==> src/rtl/uart_pkg.sv <==
// Shared UART types and constants: FSM states, parity modes and data-width clamping.
package uart_pkg;

  localparam int unsigned MAX_DATA_BITS = 9;

  typedef enum logic [2:0] {
    StIdle,
    StStart,
    StData,
    StParity,
    StStop
  } tx_state_t;

  typedef enum logic [1:0] {
    ParNone = 2'd0,
    ParEven = 2'd1,
    ParOdd  = 2'd2
  } parity_t;

  // Counts outside 5..9 fall back to a standard 8-bit frame.
  function automatic logic [3:0] eff_data_bits(input logic [3:0] bits);
    logic [3:0] res;
    res = 4'd8;
    if (bits >= 4'd5 && bits <= 4'd9) res = bits;
    return res;
  endfunction

endpackage

==> src/rtl/uart_fifo.sv <==
// Synchronous FIFO with occupancy count; pushes when full and pops when empty are ignored.
module uart_fifo #(
  parameter int unsigned Width = 9,
  parameter int unsigned Depth = 4,
  localparam int unsigned CntW = $clog2(Depth + 1),
  localparam int unsigned PtrW = (Depth > 1) ? $clog2(Depth) : 1
) (
  input  logic             clk_i,
  input  logic             rst_ni,
  input  logic             push_i,
  input  logic [Width-1:0] data_i,
  input  logic             pop_i,
  output logic [Width-1:0] data_o,
  output logic             full_o,
  output logic             empty_o,
  output logic [CntW-1:0]  count_o
);

  logic [Width-1:0] mem_q [Depth];
  logic [PtrW-1:0]  wptr_q, rptr_q;
  logic [CntW-1:0]  count_q;
  logic             do_push, do_pop;

  assign full_o  = (count_q == CntW'(Depth));
  assign empty_o = (count_q == '0);
  assign do_push = push_i && !full_o;
  assign do_pop  = pop_i && !empty_o;
  assign data_o  = mem_q[rptr_q];
  assign count_o = count_q;

  always_ff @(posedge clk_i) begin
    if (do_push) mem_q[wptr_q] <= data_i;
  end

  // Pointers wrap naturally because Depth is a power of two.
  always_ff @(posedge clk_i or negedge rst_ni) begin
    if (!rst_ni) begin
      wptr_q  <= '0;
      rptr_q  <= '0;
      count_q <= '0;
    end else begin
      if (do_push) wptr_q <= wptr_q + 1'b1;
      if (do_pop)  rptr_q <= rptr_q + 1'b1;
      if (do_push && !do_pop)      count_q <= count_q + 1'b1;
      else if (!do_push && do_pop) count_q <= count_q - 1'b1;
    end
  end

endmodule

==> src/rtl/uart_tx_cfg.sv <==
// Configurable UART transmitter: FIFO-buffered words serialised with 5..9 data bits,
// optional even/odd parity and one or two stop bits, paced by an oversampling tick.
module uart_tx_cfg
  import uart_pkg::*;
#(
  parameter int unsigned OVERSAMPLE = 16,
  parameter int unsigned FIFO_DEPTH = 4,
  localparam int unsigned CntW = $clog2(FIFO_DEPTH + 1)
) (
  input  logic                     clk_i,
  input  logic                     rst_ni,
  input  logic                     tick_i,
  input  logic [MAX_DATA_BITS-1:0] data_i,
  input  logic                     tx_valid_i,
  output logic                     tx_ready_o,
  input  logic [3:0]               data_bits_i,
  input  logic [1:0]               parity_i,
  input  logic                     stop_bits_i,
  output logic                     tx_o,
  output logic                     busy_o,
  output logic                     frame_done_o,
  output logic [CntW-1:0]          fifo_count_o
);

  localparam int unsigned TickW = (OVERSAMPLE > 1) ? $clog2(OVERSAMPLE) : 1;
  localparam logic [TickW-1:0] TickLast = TickW'(OVERSAMPLE - 1);

  tx_state_t                state_q, state_d;
  logic [TickW-1:0]         tick_cnt_q, tick_cnt_d;
  logic [3:0]               bit_cnt_q, bit_cnt_d;
  logic [MAX_DATA_BITS-1:0] shift_q, shift_d;
  logic [3:0]               nbits_q, nbits_d;
  logic                     par_en_q, par_en_d;
  logic                     par_bit_q, par_bit_d;
  logic                     stop2_q, stop2_d;
  logic                     tx_q, tx_d;
  logic                     done_q, done_d;

  logic                     fifo_pop, fifo_empty, fifo_full;
  logic [MAX_DATA_BITS-1:0] fifo_rdata, mask;
  logic [3:0]               eff_bits;
  logic                     bit_end, load;

  uart_fifo #(
    .Width(MAX_DATA_BITS),
    .Depth(FIFO_DEPTH)
  ) u_fifo (
    .clk_i  (clk_i),
    .rst_ni (rst_ni),
    .push_i (tx_valid_i),
    .data_i (data_i),
    .pop_i  (fifo_pop),
    .data_o (fifo_rdata),
    .full_o (fifo_full),
    .empty_o(fifo_empty),
    .count_o(fifo_count_o)
  );

  always_comb begin
    state_d    = state_q;
    tick_cnt_d = tick_cnt_q;
    bit_cnt_d  = bit_cnt_q;
    shift_d    = shift_q;
    nbits_d    = nbits_q;
    par_en_d   = par_en_q;
    par_bit_d  = par_bit_q;
    stop2_d    = stop2_q;
    done_d     = 1'b0;
    fifo_pop   = 1'b0;
    bit_end    = 1'b0;
    load       = 1'b0;
    tx_d       = 1'b1;

    eff_bits = eff_data_bits(data_bits_i);
    for (int i = 0; i < MAX_DATA_BITS; i++) mask[i] = (4'(i) < eff_bits);

    if (state_q != StIdle && tick_i) begin
      if (tick_cnt_q == TickLast) begin
        tick_cnt_d = '0;
        bit_end    = 1'b1;
      end else begin
        tick_cnt_d = tick_cnt_q + 1'b1;
      end
    end

    unique case (state_q)
      StIdle: load = !fifo_empty;
      StStart: begin
        if (bit_end) begin
          state_d   = StData;
          bit_cnt_d = '0;
        end
      end
      StData: begin
        if (bit_end) begin
          shift_d = shift_q >> 1;
          if (bit_cnt_q == nbits_q - 4'd1) begin
            bit_cnt_d = '0;
            state_d   = par_en_q ? StParity : StStop;
          end else begin
            bit_cnt_d = bit_cnt_q + 4'd1;
          end
        end
      end
      StParity: begin
        if (bit_end) begin
          state_d   = StStop;
          bit_cnt_d = '0;
        end
      end
      StStop: begin
        if (bit_end) begin
          if (bit_cnt_q == {3'b000, stop2_q}) begin
            done_d = 1'b1;
            if (!fifo_empty) load = 1'b1;
            else             state_d = StIdle;
          end else begin
            bit_cnt_d = bit_cnt_q + 4'd1;
          end
        end
      end
      default: state_d = StIdle;
    endcase

    // Configuration is captured with the word so mid-frame changes wait for the next pop.
    if (load) begin
      fifo_pop   = 1'b1;
      state_d    = StStart;
      tick_cnt_d = '0;
      bit_cnt_d  = '0;
      shift_d    = fifo_rdata;
      nbits_d    = eff_bits;
      par_en_d   = (parity_i == ParEven) || (parity_i == ParOdd);
      par_bit_d  = (^(fifo_rdata & mask)) ^ (parity_i == ParOdd);
      stop2_d    = stop_bits_i;
    end

    unique case (state_d)
      StStart:  tx_d = 1'b0;
      StData:   tx_d = shift_d[0];
      StParity: tx_d = par_bit_d;
      default:  tx_d = 1'b1;
    endcase
  end

  always_ff @(posedge clk_i or negedge rst_ni) begin
    if (!rst_ni) begin
      state_q    <= StIdle;
      tick_cnt_q <= '0;
      bit_cnt_q  <= '0;
      shift_q    <= '0;
      nbits_q    <= 4'd8;
      par_en_q   <= 1'b0;
      par_bit_q  <= 1'b0;
      stop2_q    <= 1'b0;
      tx_q       <= 1'b1;
      done_q     <= 1'b0;
    end else begin
      state_q    <= state_d;
      tick_cnt_q <= tick_cnt_d;
      bit_cnt_q  <= bit_cnt_d;
      shift_q    <= shift_d;
      nbits_q    <= nbits_d;
      par_en_q   <= par_en_d;
      par_bit_q  <= par_bit_d;
      stop2_q    <= stop2_d;
      tx_q       <= tx_d;
      done_q     <= done_d;
    end
  end

  assign tx_o         = tx_q;
  assign busy_o       = (state_q != StIdle);
  assign frame_done_o = done_q;
  assign tx_ready_o   = !fifo_full;

endmodule

==> config.mk <==
export PLATFORM = sky130hd
export DESIGN_NAME = uart_tx_cfg
export DESIGN_NICKNAME = d
export VERILOG_FILES = /design/src/rtl/uart_pkg.sv /design/src/rtl/uart_fifo.sv /design/src/rtl/uart_tx_cfg.sv
export SDC_FILE = /design/constraint.sdc
export NUM_CORES = 1
export LEC_CHECK = 0
export ABC_CLOCK_PERIOD_IN_PS = 6700
export CAP_MARGIN = 25
export CORE_AREA = 2 2 77 79
export CTS_CLUSTER_DIAMETER = 50
export DETAILED_ROUTE_END_ITERATION = 16
export DIE_AREA = 0 0 79 81
export GPL_ROUTABILITY_DRIVEN = 0
export PLACE_DENSITY = 0.8
export SYNTH_ARGS = -nofsm -noshare
export SYNTH_HDL_FRONTEND = slang
export SYNTH_SLANG_ARGS = --single-unit
==> constraint.sdc <==
create_clock -name clk_i -period 6.7 [get_ports clk_i]
set_clock_uncertainty 0.1 [all_clocks]
set_input_delay 2.01 -clock clk_i [delete_from_list [all_inputs] [get_ports clk_i]]
set_output_delay 2.01 -clock clk_i [all_outputs]
set_load 0.01 [all_outputs]
# Word-level counts from Yosys, hierarchy flattened
# Memories as Yosys holds them, arrays and structs flattened.
# Index checks and enable logic that the tools add are counted.
dict set report word_totals {
  ram_bits 36
  in_bits 20
  elab_cells 115
  out_inout_bits 7
  ff_bits 36
  mem_count 1
}
# memory words word_bits read_ports rd_ports_with_merged_regs write_ports line
set mem_list {}
lappend mem_list {u_fifo.mem_q 4 9 1 0 1 uart_fifo.sv:19} ;# logic [Width-1:0] mem_q [Depth];
dict set report classes {
  muxes 40
  n_reduce_logical 23
  addsub 7
  n_lt_le_gt_ge 11
  n_eq_ne 17
  bitwise_logic 2
}
# cell n
set ops {}
lappend ops {{$mux W4} 10}
lappend ops {{$mux W3} 11}
lappend ops {{$mux W9} 3}
lappend ops {{$lt A3 B4 Y1 const A} 4}
lappend ops {{$pmux W3 S5} 1}
lappend ops {{$eq A3 B2 Y1 const B} 4}
lappend ops {{$mux W1} 12}
lappend ops {{$pmux W4 S3} 1}
lappend ops {{$and A9 B9 Y9} 1}
lappend ops {{$ne A3 B3 Y1 const B} 3}
lappend ops {{$reduce_xor A9 Y1} 1}
lappend ops {{$add A4 B1 Y4 const B} 2}
lappend ops {{$lt A1 B4 Y1 const A} 2}
lappend ops {{$lt A2 B4 Y1 const A} 2}
lappend ops {{$reduce_bool A2 Y1} 4}
lappend ops {{$eq A3 B1 Y1 const B} 2}
lappend ops {{$eq A3 B3 Y1 const B} 2}
lappend ops {{$logic_and A1 B1 Y1} 6}
lappend ops {{$logic_not A3 Y1} 2}
lappend ops {{$reduce_and A5 Y1} 1}
lappend ops {{$add A2 B1 Y2 const B} 2}
lappend ops {{$eq A4 B1 Y1} 1}
lappend ops {{$eq A4 B4 Y1} 1}
lappend ops {{$eq A4 B4 Y1 const B} 1}
lappend ops {{other kinds (18)} 21}

# Depth between registers and ports, before layout
dict set report logic_depth {
  word_depth 10
  mapped_depth 12
  mapped_depth_nobuf 11
}

# By module
# A second synthesis with hierarchy kept.
dict set report hier_totals {
  cells_unflattened 257
  area_unflattened_um2 3472.1
}
# mod cells_each n_inst area_per_inst_um2 seq_area_each_um2
set modules_own_cells {}
lappend modules_own_cells {uart_tx_cfg 175 1 1736.7 728.2}
lappend modules_own_cells {uart_fifo 82 1 1735.4 1256.2}

# Worst setup path before layout
# No wires, ideal clock.
dict set report synth_timing {
  kind {input to register}
  from {input port tick_i}
  to {register u_fifo.count_q[1] (netlist: u_fifo.count_o[1])}
  setup_ps 125
  path_buffers 1
  setup_slack_ps 2406
  t_arrival_ps 4069
  required_time_ps 6475
  stages 9
  cell_sequence {nand4_1 -> nand3b_1 -> a21oi_1 -> clkbuf_1 -> inv_1 -> ha_1 -> inv_1 -> fa_1 -> mux2_2}
}
dict set report synth_via {
  elab_chain_cells 9
  elab_cells_between_ends 11
  classes_between {mux: 5; reduce/logical: 6}
}
# element line
set synth_rtl {}
lappend synth_rtl {{start, declared} uart_tx_cfg.sv:12} ;# input logic tick_i,
lappend synth_rtl {{$logic_and A1 B1 Y1 *} uart_tx_cfg.sv:77} ;# if (state_q != StIdle && tick_i) begin
lappend synth_rtl {{$mux W1 *} uart_tx_cfg.sv:77}
lappend synth_rtl {{$mux W1 *} uart_tx_cfg.sv:112} ;# if (bit_end) begin
lappend synth_rtl {{$pmux W1 S2 *} uart_tx_cfg.sv:86} ;# unique case (state_q)
lappend synth_rtl {{$mux W1 *} uart_tx_cfg.sv:126} ;# if (load) begin
lappend synth_rtl {{$logic_and A1 B1 Y1 *} uart_fifo.sv:27} ;# assign do_pop = pop_i && !empty_o;
lappend synth_rtl {{$logic_not A1 Y1} uart_fifo.sv:44} ;# if (do_push && !do_pop) count_q <= count_q + 1'b1;
lappend synth_rtl {{$logic_and A1 B1 Y1} uart_fifo.sv:44}
lappend synth_rtl {{$mux W3 or $reduce_bool A2 Y1 (tied branches)} -}
lappend synth_rtl {{end signal, assigned} uart_fifo.sv:44}
lappend synth_rtl {{end signal, assigned} uart_fifo.sv:45} ;# else if (!do_push && do_pop) count_q <= count_q - 1'b1;
lappend synth_rtl {{end, declared} uart_fifo.sv:21} ;# logic [CntW-1:0] count_q;
# Mark *: on every way between the ends. The rest lies on a longest branch, timed or not.
# A chain may end at the register's enable or synchronous reset.

# Worst setup path after layout
# Ends and elaborated chain as after synthesis.

==> results_dict.tcl <==
set metrics [dict create \
    initial_core_utilization_pct 59.3 \
    fraction_of_final_layout_cells_sized_beyond_drive_strength_1_pct 9.18 \
    final_count_of_negative_setup_slack_endpoints 0 \
    grt_max_degree 38 \
    layout-area-overhead-vs-synth_pct 15.6 \
    setup.worst_path.end_class "register" \
    yosys.cell_types.count 50 \
    power_per_cell_area_mw_per_mm2 409 \
    slew_viol_final 0 \
    antenna_violations_before_repair 0 \
    cts.sinks 72 \
    async_flop_share_pct 50.0 \
    hold_path.class "register to register" \
    setup.worst_path.start_class "input pin" \
    synth.avg_cell_area_um2 13.2 \
    clockRootBuffer "clkbuf_8" \
    timing.hold.worst_endpoint "stop2_q" \
    maxSlewHeadroom_pct 65.6 \
    cts_buffer_depth 2 \
    route.vias.total 2090 \
    rsz0062_at_grt "false" \
    avgRoutedWirePerCell_um 15.0 \
    vias_in_the_first_global_route 1987 \
    netlist_instances 256 \
    detailed_place_hpwl_um 3880 \
    detail_route.first_pass.iterations 4 \
    viasPerCell 5.66 \
    fp.coreArea_mm2 0.00568 \
    layout_worst_path_cycle_share_pct 64.9 \
    r2r_start "tick_cnt_q[0]" \
    vdd_ir_drop_max_v 0.000210 \
    die_area_mm2 0.00640 \
    wire_length_of_the_first_global_routing_pass_um 9210 \
    setup_tns_ns 0 \
    p_total_mw 1.59 \
    period_needed_ns 4.35 \
    antenna_violating_nets_post_route 0 \
    cts.clk_slew.worst_paths_ns 0.08 \
    seq_area_frac_synth_pct 58.9 \
    boundaryPins 27 \
    run_status "completed" \
    timing.critical_path.arrival_ns 4.49 \
    synth_fp_nets 286 \
    achievable-frequency_ghz 0.230 \
    grt_remaining_overflow 0 \
    fp-row-count 28 \
    finalNetCount 319 \
    yosys_warnings 0 \
    clock_insertion_delay_worst_skew_ns 0.35 \
    antennaDiodeCount 0 \
    cts-buffers-inserted 9 \
    route.final.wire_length_um 5550 \
    critPathMaxFanout 9 \
    worst_hold_path_cells 2 \
    synth.cell_area_mm2 0.00337 \
    cts.repair_timing.setup_buffer_count 0 \
    synth-seq-cells 72 \
    floorplan.die.width_um 79 \
    critical_path_class "input pin to register" \
    max_slew.worst_pin.slew_ns 0.516 \
    cts_htree_levels 3 \
    worst_hold_startpoint "stop2_q" \
    post-route-drc-count 0 \
    placement.io_buffers 26 \
    grt_usage_pct 19.4 \
    tritoncts "done" \
    r2r_setup_slack_ns 3.88 \
    cap_viol_max_count 0 \
    final_hold_viol_count 0 \
    timing.rr.end "u_fifo.count_o[1]" \
    power.static_leakage_nw 1.57 \
    dieHeight_um 81 \
    cp.required_ns 6.84 \
    drtIter0Drc 153 \
    postCtsResizedCells 0 \
    ys.flop_type "edfxtp_1" \
    synth-edff-count 36 \
    r2r.worst_path.cells 9 \
    postLayoutCoreUtil_pct 68.6 \
    hold_buffers 0 \
]
[Yosys cell counts, types with 2 or more instances]
master | count | share of area [%]
o211ai_1 | 3 | 0.67
a21o_1 | 5 | 1.1
dfrtp_1 | 34 | 25
o21ai_0 | 15 | 2.2
xnor2_1 | 9 | 2.3
dfstp_2 | 2 | 1.6
nand3b_1 | 3 | 0.67
mux2_2 | 2 | 0.67
or3_1 | 3 | 0.56
nand2_1 | 28 | 3.1
nor2_1 | 15 | 1.7
clkbuf_1 | 2 | 0.22
mux4_2 | 2 | 1.3
nand3_1 | 4 | 0.59
nor2b_1 | 2 | 0.37
mux4_1 | 7 | 5.5
xnor3_1 | 2 | 1.3
xor2_1 | 8 | 2.1
and3_1 | 4 | 0.74
edfxtp_1 | 36 | 32
ha_1 | 9 | 3.3
nor3_1 | 5 | 0.74
inv_1 | 10 | 1.1
a21oi_1 | 10 | 1.5
a31oi_1 | 2 | 0.37
and2_0 | 2 | 0.37
mux2i_1 | 9 | 2.7
[worst max path at each step]
| stage | from | cells after the start | slack, ns | end |
|---|---|---|---|---|
| 2_1_floorplan | tick_i | 9 | 2.41 | u_fifo.count_o[1] |
| 3_3_place_gp | tick_i | 9 | 2.12 | u_fifo.count_o[1] |
| 3_5_place_dp | tick_i | 9 | 2.06 | u_fifo.count_o[1] |
| 4_1_cts | tick_i | 9 | 2.38 | u_fifo.count_o[1] |
| 5_1_grt | tick_i | 9 | 2.21 | u_fifo.count_o[1] |
| 6_report | tick_i | 9 | 2.35 | u_fifo.count_o[1] |
[final cells by class]
type	instances	area, um^2
clock buffers	9	124
fillers	430	1780
inverters	10	37.5
repair buffers	28	275
clock inverters	7	60.1
multi-input cells	168	1320
flip-flops and latches	72	1980
well taps	75	93.8
[sequential cells by signal (all words and copies together), names as in the netlist, 2 cells and up]
register and count:
u_fifo.mem_q 36, shift_q 9, bit_cnt_q 4, nbits_q 4, tick_cnt_q 4, state_q 3, u_fifo.count_o 3, u_fifo.rptr_q 2
u_fifo.wptr_q 2
[critical path, stage by stage]
cell and delay [ns]:
clkdlybuf4s50_1 0.48, nand4_1 0.32, nand3b_1 0.36, a21oi_2 0.22
inv_1 0.13, ha_1 0.24, inv_1 0.07, fa_1 0.39
mux2_2 0.26
[metrics by stage]
stage	setup slack (ns)	cell area [um^2]	hold WS [ns]	instances
after floorplan	2.41	3370	0.367	256
after global placement	2.12	3710	0.383	353
after detailed placement	2.06	3710	0.388	353
after CTS	2.38	3890	0.409	369
after global routing	2.21	3890	0.434	369
final	2.35	3890	0.409	369
[kinds of logic after synthesis]
group                      share of synthesized area (%)
DFF                                                 58.9
muxes                                               10.1
buffers and inverters                               2.08
and+or+nand+nor                                     10.6
adders and majority gates                           3.94
xor gates and xnor gates                            6.24
AOI/OAI and AO/OA                                   8.10
[layout by cell type (no fill, tap or decap), types with 10 or more instances in the layout]
cell	count
inv_1	10
clkdlybuf4s50_1	26
o21ai_0	15
nand2_1	28
nor2_1	15
edfxtp_1	36
dfrtp_1	34
[per-layer routing]
metal | track usage [%] | wire length, um
met5 | 0 | 0
met4 | 10.3 | 102
met3 | 4.00 | 283
met2 | 31.3 | 2690
met1 | 25.0 | 2470
[report_power, final]
group,switching [mW],leakage (nW),internal [mW]
clock,0.178,0.0912,0.141
sequential,0.100,0.771,0.602
combinational,0.264,0.709,0.309
total,0.542,1.57,1.05
(Power assumes the default switching activity.)
